File: src/rtl/midi_pkg.sv
// ---------------------------------------------------------------------------
// midi_pkg
// Shared definitions for the MIDI receive control path.
//   state_t         : control FSM states
//   STATUS_MIN      : first status byte value (below is a data byte)
//   SYSCOM_MIN      : first system common / exclusive byte value
//   REALTIME_MIN    : first system real-time byte value
//   TMO_W           : width of the inter-byte timeout counter
//   data_bytes_for  : number of data bytes carried by a channel message
// ---------------------------------------------------------------------------
package midi_pkg;

    typedef enum logic [1:0] {
        IDLE    = 2'd0,
        WAIT_D1 = 2'd1,
        WAIT_D2 = 2'd2
    } state_t;

    localparam logic [7:0] STATUS_MIN   = 8'h80;
    localparam logic [7:0] SYSCOM_MIN   = 8'hF0;
    localparam logic [7:0] REALTIME_MIN = 8'hF8;

    localparam int TMO_W = 32;

    // Program change (C) and channel pressure (D) carry a single data byte;
    // every other channel message carries two.
    function automatic logic [1:0] data_bytes_for(input logic [3:0] hi_nibble);
        logic [1:0] n;
        n = 2'd2;
        if (hi_nibble == 4'hC || hi_nibble == 4'hD) begin
            n = 2'd1;
        end
        return n;
    endfunction

endpackage

File: src/rtl/midi_timeout_cnt.sv
// ---------------------------------------------------------------------------
// midi_timeout_cnt
// Loadable, clearable up-counter with a terminal-count flag. It stops at
// all-ones rather than wrapping, so a stalled count can never alias back to
// a small value.
//   clk, rst_n : clock, synchronous active-low reset
//   clr        : force count to zero (highest priority)
//   load       : load load_val
//   load_val   : value taken on load
//   en         : count up by one
//   term       : terminal value to compare against
//   tc         : count equals term
// ---------------------------------------------------------------------------
module midi_timeout_cnt
    import midi_pkg::*;
#(
    parameter int WIDTH = TMO_W
) (
    input  logic             clk,
    input  logic             rst_n,
    input  logic             clr,
    input  logic             load,
    input  logic [WIDTH-1:0] load_val,
    input  logic             en,
    input  logic [WIDTH-1:0] term,
    output logic             tc
);

    localparam logic [WIDTH-1:0] ONE = {{(WIDTH-1){1'b0}}, 1'b1};

    logic [WIDTH-1:0] count;

    // Counter register: clear beats load beats increment.
    always_ff @(posedge clk) begin
        if (!rst_n) begin
            count <= '0;
        end else if (clr) begin
            count <= '0;
        end else if (load) begin
            count <= load_val;
        end else if (en && (count != '1)) begin
            count <= count + ONE;
        end
    end

    assign tc = (count == term);

endmodule

File: src/rtl/midi_msg_ctrl.sv
// ---------------------------------------------------------------------------
// midi_msg_ctrl
// Control FSM for the MIDI receive datapath. Classifies each incoming byte,
// drives the datapath load strobes in the same cycle, tracks running status,
// and flags complete channel messages one cycle later (once the datapath
// registers have captured the final byte). Stalled partial messages are
// abandoned after TIMEOUT_CYC idle cycles.
//   clk, rst_n  : clock, synchronous active-low reset
//   Din         : received byte, valid with Din_rdy
//   Din_rdy     : one-cycle new-byte strobe
//   ld_status   : load Din into the status register (combinational)
//   ld_data1    : load Din into D1 (combinational)
//   ld_data2    : load Din into D2 (combinational)
//   msg_done    : one-cycle pulse, complete message held in the datapath
//   msg_len     : data-byte count of the last flagged message
//   running     : a running status is valid
//   busy        : a partial message is in progress
//   drop_cnt    : saturating count of discarded bytes / aborted messages
// ---------------------------------------------------------------------------
module midi_msg_ctrl
    import midi_pkg::*;
#(
    parameter logic [31:0] TIMEOUT_CYC = 32'd100000,
    parameter int          DROP_W      = 8
) (
    input  logic              clk,
    input  logic              rst_n,
    input  logic [7:0]        Din,
    input  logic              Din_rdy,
    output logic              ld_status,
    output logic              ld_data1,
    output logic              ld_data2,
    output logic              msg_done,
    output logic [1:0]        msg_len,
    output logic              running,
    output logic              busy,
    output logic [DROP_W-1:0] drop_cnt
);

    localparam logic [DROP_W-1:0] DROP_ONE = {{(DROP_W-1){1'b0}}, 1'b1};

    state_t state;
    logic   need_two;

    logic is_realtime;
    logic is_syscom;
    logic is_status;
    logic is_data;
    logic byte_seen;
    logic tmo_tc;
    logic tmo_fire;

    assign is_realtime = (Din >= REALTIME_MIN);
    assign is_syscom   = (Din >= SYSCOM_MIN) && (Din < REALTIME_MIN);
    assign is_status   = (Din >= STATUS_MIN) && (Din < SYSCOM_MIN);
    assign is_data     = (Din < STATUS_MIN);

    // Real-time bytes are transparent: they neither restart the timeout
    // nor interact with message assembly.
    assign byte_seen = Din_rdy && !is_realtime;

    // Strobes are decoded directly from the incoming byte and current state so
    // the datapath captures Din in the same cycle it is presented. The byte
    // classes are mutually exclusive, so at most one strobe is ever high.
    assign ld_status = rst_n && Din_rdy && is_status;
    assign ld_data1  = rst_n && Din_rdy && is_data && (state == WAIT_D1);
    assign ld_data2  = rst_n && Din_rdy && is_data && (state == WAIT_D2);

    // The timeout counter only runs while a partial message is pending; it
    // sits at zero otherwise so every new message starts a fresh window.
    midi_timeout_cnt #(
        .WIDTH(TMO_W)
    ) u_tmo (
        .clk     (clk),
        .rst_n   (rst_n),
        .clr     (byte_seen || !busy),
        .load    (1'b0),
        .load_val('0),
        .en      (busy),
        .term    (TIMEOUT_CYC),
        .tc      (tmo_tc)
    );

    // A byte arriving in the same cycle as expiry wins: it clears the counter
    // and is processed normally, so no byte is ever lost to a timeout.
    assign tmo_fire = (TIMEOUT_CYC != 32'd0) && busy && tmo_tc && !byte_seen;

    // Message FSM with registered status outputs. msg_done is a single-cycle
    // pulse, so it defaults low and is raised only on the completing byte.
    always_ff @(posedge clk) begin
        if (!rst_n) begin
            state    <= IDLE;
            need_two <= 1'b0;
            running  <= 1'b0;
            busy     <= 1'b0;
            msg_done <= 1'b0;
            msg_len  <= 2'd0;
            drop_cnt <= '0;
        end else begin
            msg_done <= 1'b0;
            if (Din_rdy && is_syscom) begin
                state   <= IDLE;
                running <= 1'b0;
                busy    <= 1'b0;
            end else if (Din_rdy && is_status) begin
                state    <= WAIT_D1;
                running  <= 1'b1;
                busy     <= 1'b1;
                need_two <= (data_bytes_for(Din[7:4]) == 2'd2);
            end else if (Din_rdy && is_data) begin
                case (state)
                    IDLE: begin
                        if (drop_cnt != '1) begin
                            drop_cnt <= drop_cnt + DROP_ONE;
                        end
                    end
                    WAIT_D1: begin
                        if (need_two) begin
                            state <= WAIT_D2;
                            busy  <= 1'b1;
                        end else begin
                            msg_done <= 1'b1;
                            msg_len  <= 2'd1;
                            busy     <= 1'b0;
                        end
                    end
                    WAIT_D2: begin
                        state    <= WAIT_D1;
                        busy     <= 1'b0;
                        msg_done <= 1'b1;
                        msg_len  <= 2'd2;
                    end
                    default: begin
                        state <= IDLE;
                        busy  <= 1'b0;
                    end
                endcase
            end else if (tmo_fire) begin
                state <= WAIT_D1;
                busy  <= 1'b0;
                if (drop_cnt != '1) begin
                    drop_cnt <= drop_cnt + DROP_ONE;
                end
            end
        end
    end

endmodule
File: config.mk
export PLATFORM = sky130hd
export DESIGN_NAME = midi_msg_ctrl
export DESIGN_NICKNAME = d
export VERILOG_FILES = /design/src/rtl/midi_pkg.sv /design/src/rtl/midi_timeout_cnt.sv /design/src/rtl/midi_msg_ctrl.sv
export SDC_FILE = /design/constraint.sdc
export NUM_CORES = 1
export LEC_CHECK = 0
export CAP_MARGIN = 20
export CORE_ASPECT_RATIO = 1.75
export CORE_UTILIZATION = 50
export CTS_BUF_LIST = sky130_fd_sc_hd__clkbuf_4 sky130_fd_sc_hd__clkbuf_8 sky130_fd_sc_hd__clkbuf_16
export DETAILED_ROUTE_END_ITERATION = 8
export GPL_TIMING_DRIVEN = 1
export PLACE_DENSITY = 0.69
export SLEW_MARGIN = 20
export SYNTH_ARGS = -nofsm -noshare
export SYNTH_HDL_FRONTEND = slang
export SYNTH_HIERARCHICAL = 1
export SYNTH_SLANG_ARGS = --single-unit
export TNS_END_PERCENT = 1
File: constraint.sdc
create_clock -name clk -period 2.3 [get_ports clk]
set_clock_uncertainty 0.2 [all_clocks]
set_input_delay 0.69 -clock clk [delete_from_list [all_inputs] [get_ports clk]]
set_output_delay 0.69 -clock clk [all_outputs]
set_load 0.01 [all_outputs]
Yosys cells after proc, flatten, opt, wreduce, memory -nomap -nowiden
Cells that the tools add are included.
Word-level totals
  flip-flop bits (word level): 48
  input bits: 11
  logic and storage cells: 90
Operators by class
  add/sub/neg operators: 2
  $lt $le $gt $ge: 6
  equality and inequality tests: 14
  muxes and demuxes: 22
  bitwise logic cells: 4
  reductions and logical operators: 33
Operator list (number)
  32-bit by 1-bit adder with 32-bit output, second input constant: 1
  32-bit by 17-bit equality test with 1-bit output, second input constant: 1
  8-bit two-way mux: 4
  32-bit inequality test, second input constant: 1
  8-bit >= comparator, second input constant: 3
  8-bit < comparator, second input constant: 3
  2-bit two-way mux: 8
  1-bit logical AND: 14
  8-bit by 1-bit adder with 8-bit output, second input constant: 1
  4-bit equality test, second input constant: 2
  8-bit inequality test, second input constant: 1
  1-bit two-way mux: 6
  3-bit inequality test, second input constant: 2
  2-bit case mux with 3 select lines: 1
  3-bit AND reduction: 2
  5-bit AND reduction: 1
  2-bit equality test, second input constant: 2
  2-bit inequality test, second input constant: 2
  4-bit inequality test, second input constant: 1
  1-bit NOT: 4
  1-bit case mux with 2 select lines: 2
  2-bit case mux with 2 select lines: 1
  2-bit AND reduction: 2
  4-bit AND reduction: 1
  10 further kinds: 15

Depth between registers and ports, before layout
  word-level depth: 8
  gate-level depth with buffers: 10

Modules after synthesis
Netlist, hierarchy kept.
By module, submodules not included
  midi_timeout_cnt: times used 1, cells an instance 267, area an instance 2175.8 µm²
  midi_msg_ctrl: times used 1, cells an instance 121, area an instance 996.0 µm²

Worst setup path before layout
OpenSTA, ideal clock, no wires.
  kind: flip-flop to flip-flop
  start: register u_tmo.count[17]
  end: register drop_cnt[7]
  library setup time: 136 ps
  arrival: 1879 ps
  setup slack: 85 ps
  stages on the path, launching flop included: 10
  path buffers: 1
  cell sequence: dfxtp_1 > xor2_1 > nor4_1 > nand4_1 > nor2_1 > nand3_1 > or2_1 > buf_6 > a2111oi_0 > a211oi_1
Between the ends
  cells in the longest elaborated chain, start to end: 5
RTL lines
  start: declaration: line midi_timeout_cnt.sv:31  | logic [WIDTH-1:0] count;
  start signal: assignment: line midi_timeout_cnt.sv:40  | count <= load_val;
  start signal: assignment: line midi_timeout_cnt.sv:42  | count <= count + ONE;
  32-bit by 17-bit equality test with 1-bit output: line midi_timeout_cnt.sv:46  | assign tc = (count == term);
  named net tmo_tc: line midi_msg_ctrl.sv:50  | logic tmo_tc;
  1-bit logical AND (2 in series): line midi_msg_ctrl.sv:86  | assign tmo_fire = (TIMEOUT_CYC != 32'd0) && busy && tmo_tc && !byte_seen;
  2-bit nonzero test (no line)
  4-bit AND reduction (no line)
  end signal: assignment: line midi_msg_ctrl.sv:114  | drop_cnt <= drop_cnt + DROP_ONE;
  end signal: assignment: line midi_msg_ctrl.sv:142  | drop_cnt <= drop_cnt + DROP_ONE;
  end: declaration: line midi_msg_ctrl.sv:37  | output logic [DROP_W-1:0] drop_cnt
The timed path passes the listed nets, and every way through them passes these cells.
A chain may end at the register's enable or synchronous reset.

Final worst setup path
  start: register u_tmo.count[19]
  end: register drop_cnt[7]
Same word-level chain as after synthesis.

==> insert_results.sql <==
INSERT INTO impl_metrics (metric_group, metric, value, unit) VALUES
('synthesis', 'ys_seq_area_share', '30.3', '%'),
('job', 'cap_violations', '0', ''),
('synthesis', 'avgSynthCellArea', '8.17', 'um2'),
('setup_path', 'worst-setup-path-type', 'reg2reg', ''),
('floorplan', 'placementRows', '38', ''),
('pwr', 'power_switching_share', '23.3', '%'),
('setup_path', 'data_arrival_time_of_the_critical_path', '2.42', 'ns'),
('route', 'ant_nets', '0', ''),
('clock_tree', 'cts_tree', 'yes', ''),
('finish', 'antenna-diode-count', '0', ''),
('synthesis', 'syn_area', '0.00317', 'mm2'),
('clock_tree', 'clock_tree.buffer_depth', '2', ''),
('floorplan', 'floorplan.core_area', '0.00618', 'mm2'),
('clock_tree', 'clkSinkCount', '48', ''),
('global_routing', 'grt_first_pass_wirelength', '13500', 'um'),
('clock_tree', 'cts_htree_levels', '2', ''),
('setup_path', 'crit_path_max_fanout', '5', ''),
('route', 'drcViolationCount', '0', ''),
('finish', 'finish.utilization', '71.9', '%'),
('route', 'routedWlPerCell', '13.3', 'um'),
('finish', 'nFillCells', '517', ''),
('global_routing', 'number_of_antenna_violations_at_the_first_check_in_global_routing', '0', ''),
('status', 'violations', 'setup timing', ''),
('timing', 'max_clock_freq', '413', 'MHz'),
('pwr', 'total_power', '1.96', 'mW'),
('clock_tree', 'register_clock_pin_slew_on_the_reported_worst_setup_and_hold_paths', '0.09', 'ns'),
('floorplan', 'initial_core_util', '51.3', '%'),
('timing', 'layout_worst_path_cycle_share', '105', '%'),
('synthesis', 'post_synth_num_cell_types', '55', ''),
('timing', 'rsz0062_at_grt', 'true', ''),
('synthesis', 'synth_seq_cells', '48', ''),
('setup_path', 'critPathCaptureType', 'register', ''),
('floorplan', 'ios', '27', ''),
('global_routing', 'grt_pass1_vias', '3094', ''),
('timing', 'slew_violations', '0', ''),
('pwr', 'internal_power', '1.51', 'mW'),
('timing', 'finalHoldWorstSlack', '0.297', 'ns'),
('synthesis', 'syn-instance-count', '388', ''),
('setup_path', 'critical_path_required', '2.30', 'ns'),
('floorplan', 'floorplan.die_area', '0.00668', 'mm2'),
('clock_tree', 'cts_made_buffers', '5', ''),
('pwr', 'switching_power', '0.456', 'mW'),
('global_routing', 'grt-ovfl-total', '0', ''),
('floorplan', 'die_y', '107', 'um'),
('global_routing', 'grt_usage', '25.7', '%'),
('pwr', 'clock_power_share', '43.0', '%'),
('synthesis', 'synth_edf_count', '0', ''),
('pwr', 'combPwrFrac', '12.8', '%'),
('global_routing', 'grt_start_max_net_pins', '62', ''),
('route', 'drt-total-wl', '8220', 'um'),
('synthesis', 'yosys_warnings', '6', ''),
('finish', 'final_cell_area', '0.00444', 'mm2'),
('route', 'drt_first_iter_violations', '132', ''),
('placed_design', 'detailed_place.area', '0.00419', 'mm2'),
('synthesis', 'async_flop_share', '0', '%'),
('floorplan', 'die_w', '62.2', 'um'),
('hold_path', 'hp-class', 'reg2reg', ''),
('setup_path', 'worst_setup_path_start_kind', 'register', ''),
('timing', 'final_hold_viol_count', '0', ''),
('pwr', 'cellPowerDensity', '442', 'mW/mm2'),
('placed_design', 'place.gp.congestion', '0.907', ''),
('timing', 'final_setup_violation_count', '6', ''),
('route', 'viasPerCell', '5.14', ''),
('pwr', 'vdd_ir_drop_max', '0.480', 'mV'),
('placed_design', 'placement.io_buffers', '23', ''),
('timing', 'fin_ws', '-0.123', 'ns'),
('clock_tree', 'ctsRootBufferMaster', 'sky130_fd_sc_hd__clkbuf_8', ''),
('placed_design', 'place.detailed.instances', '609', ''),
('placed_design', 'dp_hpwl', '6100', 'um'),
('status', 'status', 'finished with violations', ''),
('synthesis', 'flip_flop_cell_with_the_highest_count_after_synthesis', 'sky130_fd_sc_hd__dfxtp_1', ''),
('pwr', 'seqPwrFrac', '44.2', '%'),
('route', 'routed-via-count', '3180', ''),
('finish', 'area_growth', '40.1', '%'),
('pwr', 'power.static_leakage', '1.82', 'nW'),
('finish', 'drive_above_1_share', '22.6', '%'),
('finish', 'fin_nets', '556', ''),
('clock_tree', 'worstSkewPairLatency', '0.31', 'ns'),
('route', 'detail_route.first_pass.iterations', '4', ''),
('timing', 'min_period', '2.42', 'ns'),
('finish', 'final_cell_count_no_fill', '619', '');
-- Yosys cell counts, types with 5 or more instances --
master / n / share of area (%)
sky130_fd_sc_hd__and3_1: 5 / 0.99
sky130_fd_sc_hd__nand3_1: 18 / 2.8
sky130_fd_sc_hd__xor2_1: 41 / 11
sky130_fd_sc_hd__xnor2_1: 19 / 5.2
sky130_fd_sc_hd__clkbuf_1: 8 / 0.95
sky130_fd_sc_hd__nor4_1: 10 / 2.0
sky130_fd_sc_hd__ha_1: 7 / 2.8
sky130_fd_sc_hd__nand2b_1: 6 / 1.2
sky130_fd_sc_hd__a211oi_1: 7 / 1.7
sky130_fd_sc_hd__inv_1: 10 / 1.2
sky130_fd_sc_hd__a21oi_1: 39 / 6.2
sky130_fd_sc_hd__mux2i_1: 9 / 2.8
sky130_fd_sc_hd__nor3_1: 12 / 1.9
sky130_fd_sc_hd__dfxtp_1: 48 / 30
sky130_fd_sc_hd__nor2_1: 17 / 2.0
sky130_fd_sc_hd__o21ai_0: 32 / 5.0
sky130_fd_sc_hd__nand4_1: 12 / 2.4
sky130_fd_sc_hd__nand2_1: 26 / 3.1
-- power groups by stage --
stage               Clock (mW)  Combinational, mW  Sequential [mW]
global placement             0              0.237            0.885
global route             0.884              0.281            0.871
finish                   0.843              0.252            0.867
detailed placement           0              0.242            0.886
CTS                      0.864              0.243            0.867
floorplan                    0              0.133            0.889
-- what timing repair did --
item / 4_1_cts / 5_1_grt
gates cloned: 1 / 0
setup buffers: 1 / 0
pin swaps: 11 / 8
hold buffers: 0 / 0
endpoints found under the setup margin: 12 / 35
resized for setup: 40 / 14
-- layout make-up --
| class | count | area (um2) | area share [%] |
|---|---|---|---|
| Clock buffer | 5 | 68.8 | 1.55 |
| Tap cell | 80 | 100 | 2.25 |
| Inverter | 11 | 41.3 | 0.929 |
| Multi-Input combinational cell | 381 | 2450 | 55.1 |
| Sequential cell | 48 | 970 | 21.8 |
| Timing Repair Buffer | 91 | 723 | 16.3 |
| Clock inverter | 3 | 90.1 | 2.03 |
-- final timing paths --
path,start,endpoint,slack [ns],cells after the start
setup / recovery,u_tmo/count[19],drop_cnt[7],-0.12,9
hold / removal,running,running,0.30,2
setup reg to reg,u_tmo/count[19],drop_cnt[7],-0.12,9
hold reg to reg,running,running,0.30,2
-- metal layers --
metal / wire length (um) / GRT usage (%) / vias to the layer above
li1: - / - / 1632
met1: 3040 / 23.8 / 1471
met5: 0 / 0 / -
met4: 370 / 15.6 / 0
met2: 4630 / 51.7 / 54
met3: 176 / 3.39 / 23
-- placed cells by master, fill, tap and decap left out, types with 3 or more instances in the layout --
cell	netlist	final
sky130_fd_sc_hd__conb_1	2	69
sky130_fd_sc_hd__buf_4	1	67
sky130_fd_sc_hd__dfxtp_1	48	41
sky130_fd_sc_hd__xor2_1	41	41
sky130_fd_sc_hd__a21oi_1	39	38
sky130_fd_sc_hd__o21ai_0	32	32
sky130_fd_sc_hd__nand2_1	26	26
sky130_fd_sc_hd__xnor2_1	19	19
sky130_fd_sc_hd__nand3_1	18	16
sky130_fd_sc_hd__nor2_1	17	16
sky130_fd_sc_hd__clkdlybuf4s50_1	0	14
sky130_fd_sc_hd__nand4_1	12	12
sky130_fd_sc_hd__nor3_1	12	11
sky130_fd_sc_hd__inv_1	10	9
sky130_fd_sc_hd__mux2i_1	9	9
sky130_fd_sc_hd__nor4_1	10	9
sky130_fd_sc_hd__ha_1	7	7
sky130_fd_sc_hd__dfxtp_2	0	7
sky130_fd_sc_hd__nand2b_1	6	6
sky130_fd_sc_hd__a211oi_2	2	6
sky130_fd_sc_hd__clkbuf_8	0	5
sky130_fd_sc_hd__and3_1	5	4
sky130_fd_sc_hd__dlygate4sd2_1	0	4
sky130_fd_sc_hd__o31ai_1	3	3
sky130_fd_sc_hd__a31oi_1	3	3
sky130_fd_sc_hd__and2_1	3	3
sky130_fd_sc_hd__a211oi_1	7	3
sky130_fd_sc_hd__bufinv_16	0	3
sky130_fd_sc_hd__buf_2	4	3
sky130_fd_sc_hd__and4_1	4	3
sky130_fd_sc_hd__o21ai_1	3	3
-- metrics by stage --
step	setup TNS (ns)	worst slack (ns)
6_report	-0.461	-0.123
3_3_place_gp	-10.60	-0.675
5_1_grt	-1.83	-0.264
3_5_place_dp	-12.31	-0.702
4_1_cts	-0.403	-0.119
2_1_floorplan	0	0.0848
-- cell families after synthesis --
kind of cell | after synthesis | share of synthesized area [%]
compound gates | 103 | 19.9
xor+xnor | 60 | 16.6
fa+ha+maj | 7 | 2.76
buf+inv | 27 | 3.91
flops | 48 | 30.3
mux | 9 | 2.84
other cells | 2 | 0.237
simple gates | 132 | 23.5
-- registers in the layout, summed over array words and instances, names as in the netlist --
| register | flops |
|---|---|
| msg_done | 1 |
| u_tmo/count | 32 |
| drop_cnt | 8 |
| state | 2 |
| running | 1 |
| busy | 1 |
| msg_len | 2 |
| need_two | 1 |
-- critical path: stages (launching register included) --
cell and delay (ns):
sky130_fd_sc_hd__dfxtp_2 0.33, sky130_fd_sc_hd__xor2_1 0.15, sky130_fd_sc_hd__nor4_1 0.27, sky130_fd_sc_hd__buf_4 0.17
sky130_fd_sc_hd__nand4_1 0.11, sky130_fd_sc_hd__nor2_2 0.22, sky130_fd_sc_hd__nand3_2 0.13, sky130_fd_sc_hd__or2_4 0.30
sky130_fd_sc_hd__a2111oi_2 0.34, sky130_fd_sc_hd__a211oi_2 0.08
Power figures use the tool's default switching activity.
